$ cat config.mk
export PLATFORM = sky130hd
export DESIGN_NAME = victim_way_selector_flat
export DESIGN_NICKNAME = d
export VERILOG_FILES = /design/src/rtl/victim_way_selector_if.sv /design/src/rtl/victim_way_selector.sv /design/src/flat_wrapper.sv
export SDC_FILE = /design/constraint.sdc
export NUM_CORES = 1
export LEC_CHECK = 0
export ABC_AREA = 1
export CAP_MARGIN = 20
export CORE_MARGIN = 5
export CORE_UTILIZATION = 30
export CTS_CLUSTER_SIZE = 12
export DETAILED_ROUTE_END_ITERATION = 16
export PLACE_DENSITY = 0.59
export SYNTH_ARGS = -nofsm -noshare
export SYNTH_HDL_FRONTEND = slang
export SYNTH_SLANG_ARGS = --single-unit
$ cat constraint.sdc
create_clock -name i_clk -period 2.46 [get_ports i_clk]
set_input_delay 0.369 -clock i_clk [delete_from_list [all_inputs] [get_ports i_clk]]
set_output_delay 0.369 -clock i_clk [all_outputs]
set_load 0.01 [all_outputs]
$ cat src/rtl/victim_way_selector_if.sv
// victim_way_selector_if
// Groups the miss request, status-array read/write and refill handshake
// signals of the instruction-cache victim selector.
//   master : the victim selector (drives o_*, samples i_*)
//   slave  : the surrounding cache (drives i_*, samples o_*)
// Signal names keep their block-level i_/o_ prefixes, seen from the selector.
interface victim_way_selector_if #(
  parameter int SA_WORD_WIDTH = 8,
  parameter int NUM_WAYS      = 4,
  parameter int SET_IDX_WIDTH = 6
) ();

  // miss request
  logic                     i_miss_valid;
  logic [SET_IDX_WIDTH-1:0] i_miss_set;
  logic                     o_miss_ready;

  // status-array read port (one-cycle read latency)
  logic                     o_sa_r_en;
  logic [SET_IDX_WIDTH-1:0] o_sa_r_addr;
  logic [SA_WORD_WIDTH-1:0] i_sa_data;

  // refill engine handshake
  logic                     o_refill_valid;
  logic [NUM_WAYS-1:0]      o_refill_way;
  logic [SET_IDX_WIDTH-1:0] o_refill_set;
  logic                     i_refill_ready;
  logic                     i_refill_done;

  // status-array write port
  logic                     o_sa_w_en;
  logic [SET_IDX_WIDTH-1:0] o_sa_w_addr;
  logic [SA_WORD_WIDTH-1:0] o_sa_w_data;
  logic [NUM_WAYS-1:0]      o_sa_w_mask;

  // hit-path stall
  logic                     o_busy;

  modport master (
    input  i_miss_valid, i_miss_set, i_sa_data, i_refill_ready, i_refill_done,
    output o_miss_ready, o_sa_r_en, o_sa_r_addr, o_refill_valid, o_refill_way,
           o_refill_set, o_sa_w_en, o_sa_w_addr, o_sa_w_data, o_sa_w_mask, o_busy
  );

  modport slave (
    output i_miss_valid, i_miss_set, i_sa_data, i_refill_ready, i_refill_done,
    input  o_miss_ready, o_sa_r_en, o_sa_r_addr, o_refill_valid, o_refill_way,
           o_refill_set, o_sa_w_en, o_sa_w_addr, o_sa_w_data, o_sa_w_mask, o_busy
  );

endinterface

$ cat src/rtl/victim_way_selector.sv
// victim_way_selector
// Miss-side replacement logic of the blocking instruction cache. For each
// accepted miss it reads the set's status word (valid + use bit per way),
// selects a victim (first invalid way, else first way with a clear effective
// use bit, else way 0), requests a refill of that way, waits for the refill
// to finish and writes back the updated valid/use bits.
// Ports:
//   i_clk  : clock, rising edge
//   i_rstn : synchronous active-low reset
//   bus    : victim_way_selector_if.master (miss, status array, refill, busy)
// Status word layout: way k -> bit 2k+1 = use, bit 2k = valid.
module victim_way_selector #(
  parameter int SA_WORD_WIDTH = 8,
  parameter int NUM_WAYS      = 4,
  parameter int SET_IDX_WIDTH = 6
) (
  input  logic                 i_clk,
  input  logic                 i_rstn,
  victim_way_selector_if.master bus
);

  typedef enum logic [2:0] {
    S_IDLE = 3'd0,
    S_RD   = 3'd1,
    S_SEL  = 3'd2,
    S_REQ  = 3'd3,
    S_WAIT = 3'd4,
    S_WR   = 3'd5
  } state_t;

  state_t                   state_reg, state_next;
  logic [SET_IDX_WIDTH-1:0] set_reg, set_next;
  logic [NUM_WAYS-1:0]      valid_reg, valid_next;
  logic [NUM_WAYS-1:0]      eff_use_reg, eff_use_next;
  logic [NUM_WAYS-1:0]      victim_reg, victim_next;

  // decoded view of the incoming status word
  logic [NUM_WAYS-1:0]      sa_valid;
  logic [NUM_WAYS-1:0]      sa_eff_use;
  logic [NUM_WAYS-1:0]      victim_sel;

  // write-back word
  logic [NUM_WAYS-1:0]      new_valid;
  logic [NUM_WAYS-1:0]      use_or;
  logic [NUM_WAYS-1:0]      new_use;
  logic [SA_WORD_WIDTH-1:0] w_data;

  genvar gi;
  generate
    for (gi = 0; gi < NUM_WAYS; gi++) begin : g_decode
      assign sa_valid[gi]   = bus.i_sa_data[2*gi];
      // a use bit on an invalid way carries no information
      assign sa_eff_use[gi] = bus.i_sa_data[2*gi+1] & bus.i_sa_data[2*gi];
    end
  endgenerate

  // Victim priority. Scanning from the highest way down lets the lowest
  // matching way win; the invalid-way scan runs last so it overrides the
  // clear-use scan.
  always_comb begin
    victim_sel = NUM_WAYS'(1);
    for (int k = NUM_WAYS - 1; k >= 0; k--) begin
      if (!sa_eff_use[k]) begin
        victim_sel = NUM_WAYS'(1) << k;
      end
    end
    for (int k = NUM_WAYS - 1; k >= 0; k--) begin
      if (!sa_valid[k]) begin
        victim_sel = NUM_WAYS'(1) << k;
      end
    end
  end

  // Write-back: victim becomes valid and used. When that would leave every
  // way marked used, the use bits restart with only the victim set.
  assign new_valid = valid_reg | victim_reg;
  assign use_or    = eff_use_reg | victim_reg;
  assign new_use   = (&use_or) ? victim_reg : use_or;

  generate
    for (gi = 0; gi < NUM_WAYS; gi++) begin : g_wdata
      assign w_data[2*gi+1] = new_use[gi];
      assign w_data[2*gi]   = new_valid[gi];
    end
  endgenerate

  // state and latched miss context
  always_ff @(posedge i_clk) begin
    if (!i_rstn) begin
      state_reg   <= S_IDLE;
      set_reg     <= '0;
      valid_reg   <= '0;
      eff_use_reg <= '0;
      victim_reg  <= '0;
    end else begin
      state_reg   <= state_next;
      set_reg     <= set_next;
      valid_reg   <= valid_next;
      eff_use_reg <= eff_use_next;
      victim_reg  <= victim_next;
    end
  end

  // next-state and outputs
  always_comb begin
    state_next         = state_reg;
    set_next           = set_reg;
    valid_next         = valid_reg;
    eff_use_next       = eff_use_reg;
    victim_next        = victim_reg;

    bus.o_miss_ready   = 1'b0;
    bus.o_sa_r_en      = 1'b0;
    bus.o_sa_r_addr    = '0;
    bus.o_refill_valid = 1'b0;
    bus.o_refill_way   = '0;
    bus.o_refill_set   = '0;
    bus.o_sa_w_en      = 1'b0;
    bus.o_sa_w_addr    = '0;
    bus.o_sa_w_data    = '0;
    bus.o_sa_w_mask    = '1;
    bus.o_busy         = (state_reg != S_IDLE);

    unique case (state_reg)
      S_IDLE: begin
        // ready is held low for as long as reset is applied
        bus.o_miss_ready = i_rstn;
        if (bus.i_miss_valid) begin
          set_next   = bus.i_miss_set;
          state_next = S_RD;
        end
      end
      S_RD: begin
        bus.o_sa_r_en   = 1'b1;
        bus.o_sa_r_addr = set_reg;
        state_next      = S_SEL;
      end
      S_SEL: begin
        // read data is present this cycle; this is the only copy used
        valid_next   = sa_valid;
        eff_use_next = sa_eff_use;
        victim_next  = victim_sel;
        state_next   = S_REQ;
      end
      S_REQ: begin
        bus.o_refill_valid = 1'b1;
        bus.o_refill_way   = victim_reg;
        bus.o_refill_set   = set_reg;
        if (bus.i_refill_ready) begin
          state_next = S_WAIT;
        end
      end
      S_WAIT: begin
        if (bus.i_refill_done) begin
          state_next = S_WR;
        end
      end
      S_WR: begin
        bus.o_sa_w_en   = 1'b1;
        bus.o_sa_w_addr = set_reg;
        bus.o_sa_w_data = w_data;
        state_next      = S_IDLE;
      end
      default: begin
        state_next = S_IDLE;
      end
    endcase
  end

endmodule

$ cat src/flat_wrapper.sv
// flat-port wrapper written by rule: the top's interface ports become plain ports
module victim_way_selector_flat 
#(
  parameter int SA_WORD_WIDTH = 8,
  parameter int NUM_WAYS      = 4,
  parameter int SET_IDX_WIDTH = 6
)
  (i_clk, i_rstn, bus_i_miss_valid, bus_i_miss_set, bus_i_sa_data, bus_i_refill_ready, bus_i_refill_done, bus_o_miss_ready, bus_o_sa_r_en, bus_o_sa_r_addr, bus_o_refill_valid, bus_o_refill_way, bus_o_refill_set, bus_o_sa_w_en, bus_o_sa_w_addr, bus_o_sa_w_data, bus_o_sa_w_mask, bus_o_busy);
  victim_way_selector_if #(.SA_WORD_WIDTH(SA_WORD_WIDTH), .NUM_WAYS(NUM_WAYS), .SET_IDX_WIDTH(SET_IDX_WIDTH)) bus_i ();
  input  logic i_clk;
  input  logic i_rstn;
  input wire logic [$bits(bus_i.i_miss_valid)-1:0] bus_i_miss_valid;
  input wire logic [$bits(bus_i.i_miss_set)-1:0] bus_i_miss_set;
  input wire logic [$bits(bus_i.i_sa_data)-1:0] bus_i_sa_data;
  input wire logic [$bits(bus_i.i_refill_ready)-1:0] bus_i_refill_ready;
  input wire logic [$bits(bus_i.i_refill_done)-1:0] bus_i_refill_done;
  output wire logic [$bits(bus_i.o_miss_ready)-1:0] bus_o_miss_ready;
  output wire logic [$bits(bus_i.o_sa_r_en)-1:0] bus_o_sa_r_en;
  output wire logic [$bits(bus_i.o_sa_r_addr)-1:0] bus_o_sa_r_addr;
  output wire logic [$bits(bus_i.o_refill_valid)-1:0] bus_o_refill_valid;
  output wire logic [$bits(bus_i.o_refill_way)-1:0] bus_o_refill_way;
  output wire logic [$bits(bus_i.o_refill_set)-1:0] bus_o_refill_set;
  output wire logic [$bits(bus_i.o_sa_w_en)-1:0] bus_o_sa_w_en;
  output wire logic [$bits(bus_i.o_sa_w_addr)-1:0] bus_o_sa_w_addr;
  output wire logic [$bits(bus_i.o_sa_w_data)-1:0] bus_o_sa_w_data;
  output wire logic [$bits(bus_i.o_sa_w_mask)-1:0] bus_o_sa_w_mask;
  output wire logic [$bits(bus_i.o_busy)-1:0] bus_o_busy;
  assign bus_i.i_miss_valid = bus_i_miss_valid;
  assign bus_i.i_miss_set = bus_i_miss_set;
  assign bus_i.i_sa_data = bus_i_sa_data;
  assign bus_i.i_refill_ready = bus_i_refill_ready;
  assign bus_i.i_refill_done = bus_i_refill_done;
  assign bus_o_miss_ready = bus_i.o_miss_ready;
  assign bus_o_sa_r_en = bus_i.o_sa_r_en;
  assign bus_o_sa_r_addr = bus_i.o_sa_r_addr;
  assign bus_o_refill_valid = bus_i.o_refill_valid;
  assign bus_o_refill_way = bus_i.o_refill_way;
  assign bus_o_refill_set = bus_i.o_refill_set;
  assign bus_o_sa_w_en = bus_i.o_sa_w_en;
  assign bus_o_sa_w_addr = bus_i.o_sa_w_addr;
  assign bus_o_sa_w_data = bus_i.o_sa_w_data;
  assign bus_o_sa_w_mask = bus_i.o_sa_w_mask;
  assign bus_o_busy = bus_i.o_busy;
  victim_way_selector #(.SA_WORD_WIDTH(SA_WORD_WIDTH), .NUM_WAYS(NUM_WAYS), .SET_IDX_WIDTH(SET_IDX_WIDTH)) u_core (.i_clk(i_clk), .i_rstn(i_rstn), .bus(bus_i));
endmodule
==> results of run 1 <==
path summary, 6_finish.rpt:
kind	cells after the start	start	end
setup / recovery	5	u_core.state_reg[1]	bus_o_refill_way[0]
hold reg to reg	2	u_core.eff_use_reg[3]	u_core.eff_use_reg[3]
hold / removal	2	u_core.eff_use_reg[3]	u_core.eff_use_reg[3]
setup reg to reg	4	u_core.state_reg[0]	u_core.eff_use_reg[2]
worst reg2reg max path, delay by kind of cell (launching register included):
| kind | cells | cell delay [ns] |
|---|---|---|
| and+or+nand+nor | 2 | 0.90 |
| DFF | 1 | 0.35 |
| buffers and inverters | 1 | 0.15 |
| AOI/OAI and AO/OA | 1 | 0.11 |
power by group through the flow:
stage | clock network [mW] | registers [mW] | logic, mW
after floorplan | 0 | 0.511 | 0.439
after global placement | 0 | 0.523 | 0.662
after detailed placement | 0 | 0.525 | 0.668
after CTS | 0.237 | 0.516 | 0.670
after global routing | 0.252 | 0.535 | 0.764
final | 0.226 | 0.519 | 0.666
kinds of logic after synthesis:
family,after synthesis
AO/OA/AOI/OAI,42
other,1
buffers and inverters,47
AND/OR/NAND/NOR,84
flip-flops,21
per-stage QoR:
stage	instance area, um^2	power [mW]	utilization [%]
floorplan	1200	0.950	-
global placement	1740	1.19	46.4
detailed placement	1740	1.19	46.4
CTS	1780	1.42	47.6
global route	1790	1.55	47.9
finish	1790	1.41	47.9
area by class of cell:
cell class                 count  area share [%]
tap                           48            3.35
sequential                    21            23.5
inverter                      37            7.89
clock buffer                   3            2.30
multi-input combinational    130            32.7
timing repair buffer          54            30.0
clock inverter                 1           0.279
synth_stat cells, drive strengths merged:
| library cell | n |
|---|---|
| nand4 | 1 |
| clkbuf | 1 |
| inv | 37 |
| o21ai | 19 |
| dfxtp | 21 |
| a31oi | 1 |
| nand3 | 5 |
| nor3 | 4 |
| nor2 | 46 |
| a21oi | 22 |
| nand2 | 26 |
| or2 | 2 |
| conb | 1 |
| buf | 9 |
per-layer routing:
| layer | wire, um | up-vias | track usage, % |
|---|---|---|---|
| li1 | - | 693 | - |
| met3 | 237 | 2 | 3.58 |
| met5 | 0 | - | 0 |
| met4 | 8 | 0 | 1.84 |
| met1 | 1550 | 537 | 16.7 |
| met2 | 1410 | 34 | 22.0 |
==> results.yml, run 1 <==
clock_tree:
  post-cts-setup-buffers: 0
  cts-root-buf: "clkbuf_8"
  cts_buffers: 3
  htreeDepth: 1
  clock-sinks: 21
  cts-resized-gates: 0
  cts_tree: "done"
  clk_pin_slew_ns: 0.08
  hold_buffers: 0
  clockBufferDepth: 2
  clock_latency_ns: 0.26
critical_path:
  cp.arrival_ns: 1.88
  critPathSlowestCell: "clkdlybuf4s50_1"
  cp_cell_sequence: "nand2_1 > nor2_2 > inv_1 > nor2_1 > clkdlybuf4s50_1"
  path_max_fanout: 11
  slowest_delay_ns: 0.56
  cp_num_buf_inv: 2
  required_ns: 2.09
  worstSetupPathType: "flop to output pin"
  cpLargestDelayFamily: "buffers and inverters"
  cp-end-kind: "output pin"
  ff2ff_setup_slack_ns: 0.88
  start_kind: "flop"
layout:
  drive_above_1_share_pct: 5.28
  n_antenna_cell: 0
  layout_commonest_cell: "clkdlybuf4s50_1"
  final_cells: 294
  multi_input_area_um2: 586
  largest_reg_flops: 6
  mostFrequentLayoutCells: "53 x clkdlybuf4s50_1, 45 x nor2_1, 35 x inv_1"
  n_fill_cell: 436
  seq_area_um2: 420
  nNetsFinal: 266
  area_delta_synth_final_pct: 50.6
sta:
  holdWs_ns: 0.449
  drv_slew: 0
  max_slew_margin_pct: 56.4
  post-route-period-util_pct: 91.4
  finalSetupTns_ns: 0
  setup_viol: 0
  setup_ws_ns: 0.211
  worst_pin_slew_ns: 0.652
  min_period_ns: 2.25
  hold_viol: 0
  fmax_mhz: 445
  grt_setup_unrepaired: "yes"
  clock_skew_ns: 0.00168
synthesis:
  ys_seq_area_share_pct: 35.3
  yosys.area_share.simple_pct: 28.7
  yosysTopAreaCellShare_pct: 35.3
  avgSynthCellArea_um2: 6.10
  syn_inst: 195
  synthAdderAreaFrac_pct: 0
  yosys-top-cells-area: "dfxtp_1 35%, nor2_1 14%, inv_1 11%"
  ys_types: 20
  yosys.area.top_type: "dfxtp_1"
  syn-cell-area_um2: 1190
  synthMuxAreaShare_pct: 0
  synth_top_family_by_area: "simple AND/OR/NAND/NOR gates"
  synth_xor_area_share_pct: 0
  ys_warn_count: 0
  synth_compound_area_share_pct: 18.7
  ys_ff_latch: 21
die:
  core_area_um2: 3740
  die_w_um: 73.0
  dieArea_um2: 5330
  num_rows: 22
  num_io_pins: 58
  fp.dieH_um: 73.0
  initial_core_util_pct: 31.8
hold_path:
  hold_class: "flop to flop"
placed_design:
  dp_hpwl_mm: 2.51
  place_congestion: 0.731
  dp_worst_setup_slack_ns: 0.444
  dp.cells: 290
  port_buffers: 53
power_and_ir_drop:
  p_int_mw: 0.833
  swShare_pct: 40.9
  clockPowerShare_pct: 16.0
  p_per_area_nw_per_um2: 787
  combPwrFrac_pct: 47.2
  seqPwrFrac_pct: 36.8
  p_switching_mw: 0.577
  ir_drop_mv: 0.403
  p_leak_nw: 0.719
global_route:
  antenna_found_initial: 0
  grt_pass1_wl_mm: 5.53
  grt_max_degree: 21
  overflow: 0
  grt.total_usage_pct: 13.0
  grt_pass1_vias: 1224
routing:
  dr.pass1.iters: 4
  wirelength_mm: 3.20
  vias: 1266
  routedWlPerCell_um: 10.9
  via_per_inst: 4.31
  drtAntennaViolNets: 0
  drt_iter0_drc: 33
  route.detailed.drc: 0
status:
  status: "finished clean"
flow_run:
  cap_violations: 0
Power figures use the tool's default switching activity.
==> run 2: changes to the inputs <==
CAP_MARGIN = default   (was 20)
==> results of run 2 <==
No change in the layout: final DEF, timing and power equal those of run 1.
==> run 3: changes to the inputs <==
CORE_UTILIZATION = 43   (was 30)
GPL_ROUTABILITY_DRIVEN = 0   (was default)
PLACE_DENSITY = 0.81   (was 0.59)
==> results.yml, run 3 (synthesis gave the netlist of run 1 again) <==
sta:
  max_slew_margin_pct: 55.5
  grt_setup_unrepaired: "no"
  worst_pin_slew_ns: 0.665
  drv_slew: 0
  clock_skew_ns: 0.00688
  fmax_mhz: 441
  min_period_ns: 2.27
  post-route-period-util_pct: 92.2
  setup_viol: 0
  finalSetupTns_ns: 0
  hold_viol: 0
critical_path:
  crit_top_cell: "inv_1"
  path_max_fanout: 14
  worstSetupPathType: "flop to output pin"
  ff2ff_setup_slack_ns: 0.85
  cp.arrival_ns: 1.90
  slowest_delay_ns: 0.52
  cp_cell_sequence: "inv_1 > nor3_4 > inv_4 > nor2_1 > o21ai_0 > inv_1 > clkdlybuf4s50_1"
  cp-end-kind: "output pin"
  required_ns: 2.09
  reg2reg_depth: 4
  crit_path_start: "u_core.state_reg[0]"
  critPathSlowestCell: "clkdlybuf4s50_1"
  reg2reg_to: "u_core.eff_use_reg[2]"
  start_kind: "flop"
  r2r-start: "u_core.state_reg[0]"
layout:
  n_fill_cell: 267
  nNetsFinal: 266
  multi_input_area_um2: 586
  layout_commonest_cell: "clkdlybuf4s50_1"
  final_cells: 277
  drive_above_1_share_pct: 6.50
  seq_area_um2: 424
  mostFrequentLayoutCells: "53 x clkdlybuf4s50_1, 45 x nor2_1, 35 x inv_1"
  area_delta_synth_final_pct: 47.5
  largest_reg_flops: 6
  fin_area_um2: 1760
  n_antenna_cell: 0
power_and_ir_drop:
  p_switching_mw: 0.590
  combPwrFrac_pct: 49.0
  p_leak_nw: 0.712
  swShare_pct: 42.8
  seqPwrFrac_pct: 38.4
  p_int_mw: 0.787
  p_per_area_nw_per_um2: 784
  ir_drop_mv: 0.696
  clockPowerShare_pct: 12.6
clock_tree:
  clk_pin_slew_ns: 0.13
  clock_latency_ns: 0.31
  cts-root-buf: "clkbuf_4"
  cts_tree: "done"
  clockBufferDepth: 2
  cts_buffers: 3
  clock-sinks: 21
  htreeDepth: 1
global_route:
  grt_max_degree: 21
  antenna_found_initial: 0
  grt_pass1_wl_mm: 5.42
  overflow: 0
  grt_pass1_vias: 1253
  grt.total_usage_pct: 16.5
routing:
  routedWlPerCell_um: 11.6
  drtAntennaViolNets: 0
  wirelength_mm: 3.21
  drt_iter0_drc: 35
  vias: 1333
  via_per_inst: 4.81
  route.detailed.drc: 0
  dr.pass1.iters: 4
flow_run:
  cap_violations: 0
placed_design:
  port_buffers: 53
  dp_hpwl_mm: 2.48
  dp.cells: 273
  dpl_cell_area_um2: 1720
die:
  die_w_um: 62.6
  num_rows: 19
  fp.dieH_um: 62.6
  initial_core_util_pct: 43.9
  core_area_um2: 2710
  dieArea_um2: 3920
  num_io_pins: 58
hold_path:
  hold_class: "flop to flop"
  min_from: "u_core.eff_use_reg[3]"
  hold_end: "u_core.eff_use_reg[3]"
  hold_depth: 2
status:
  status: "finished clean"
==> run 3: cell counts in the layout (fill, tap and decap cells not counted) <==
Identical to the previous run, type by type.
==> run 3: per-layer routing <==
metal / share of wire (%) / wire length [um] / GRT usage (%)
met4: 2.1 / 66 / 7.16
met3: 6.6 / 212 / 3.42
met5: 0 / 0 / 0
met1: 46 / 1470 / 19.6
met2: 46 / 1460 / 28.4
==> run 3: how the worst max path moves through the flow <==
stage	endpoint	cells past startpoint
2_1_floorplan	bus_o_sa_w_addr[0]	5
3_3_place_gp	bus_o_miss_ready	4
3_5_place_dp	bus_o_miss_ready	4
4_1_cts	bus_o_sa_w_data[3]	7
5_1_grt	bus_o_sa_w_data[5]	7
6_report	bus_o_sa_w_data[5]	7
==> run 3: what timing repair did <==
| item | in CTS | in global routing |
|---|---|---|
| gates resized for setup | 0 | 5 |
| hold buffers | 0 | 0 |
| endpoints found under the setup margin | 0 | 4 |
| buffers inserted | 0 | 0 |
==> run 3: power groups by stage <==
| stage | clock (mW) | sequential, mW | combinational (mW) |
|---|---|---|---|
| 2_1_floorplan | 0 | 0.511 | 0.439 |
| 5_1_grt | 0.190 | 0.540 | 0.759 |
| 6_report | 0.173 | 0.529 | 0.675 |
| 4_1_cts | 0.176 | 0.520 | 0.669 |
| 3_5_place_dp | 0 | 0.528 | 0.664 |
| 3_3_place_gp | 0 | 0.522 | 0.652 |
==> run 3: cell type report <==
type                    instances  area share [%]
multi-input cells             130            33.4
repair buffers                 54            30.6
flip-flops and latches         21            24.2
inverters                      37            8.05
well taps                      31            2.21
clock buffers                   3            1.28
clock inverters                 1           0.285
==> run 3: per-stage QoR <==
| step | total power [mW] | setup WS, ns | utilization (%) | hold WS, ns |
|---|---|---|---|---|
| final | 1.38 | 0.192 | 64.8 | 0.457 |
| after global routing | 1.49 | 0.0474 | 64.8 | 0.480 |
| after CTS | 1.37 | 0.0825 | 64.3 | 0.456 |
| after detailed placement | 1.19 | 0.444 | 63.3 | 0.436 |
| after global placement | 1.17 | 0.463 | 63.3 | 0.436 |
| after floorplan | 0.950 | 0.944 | - | 0.423 |
==> run 3: critical path, delay by kind of cell, from the launching register on <==
kind | cells | cell delay [ns]
AND/OR/NAND/NOR | 2 | 0.29
buffers and inverters | 4 | 0.81
flip-flops | 1 | 0.40
AO/OA/AOI/OAI | 1 | 0.08
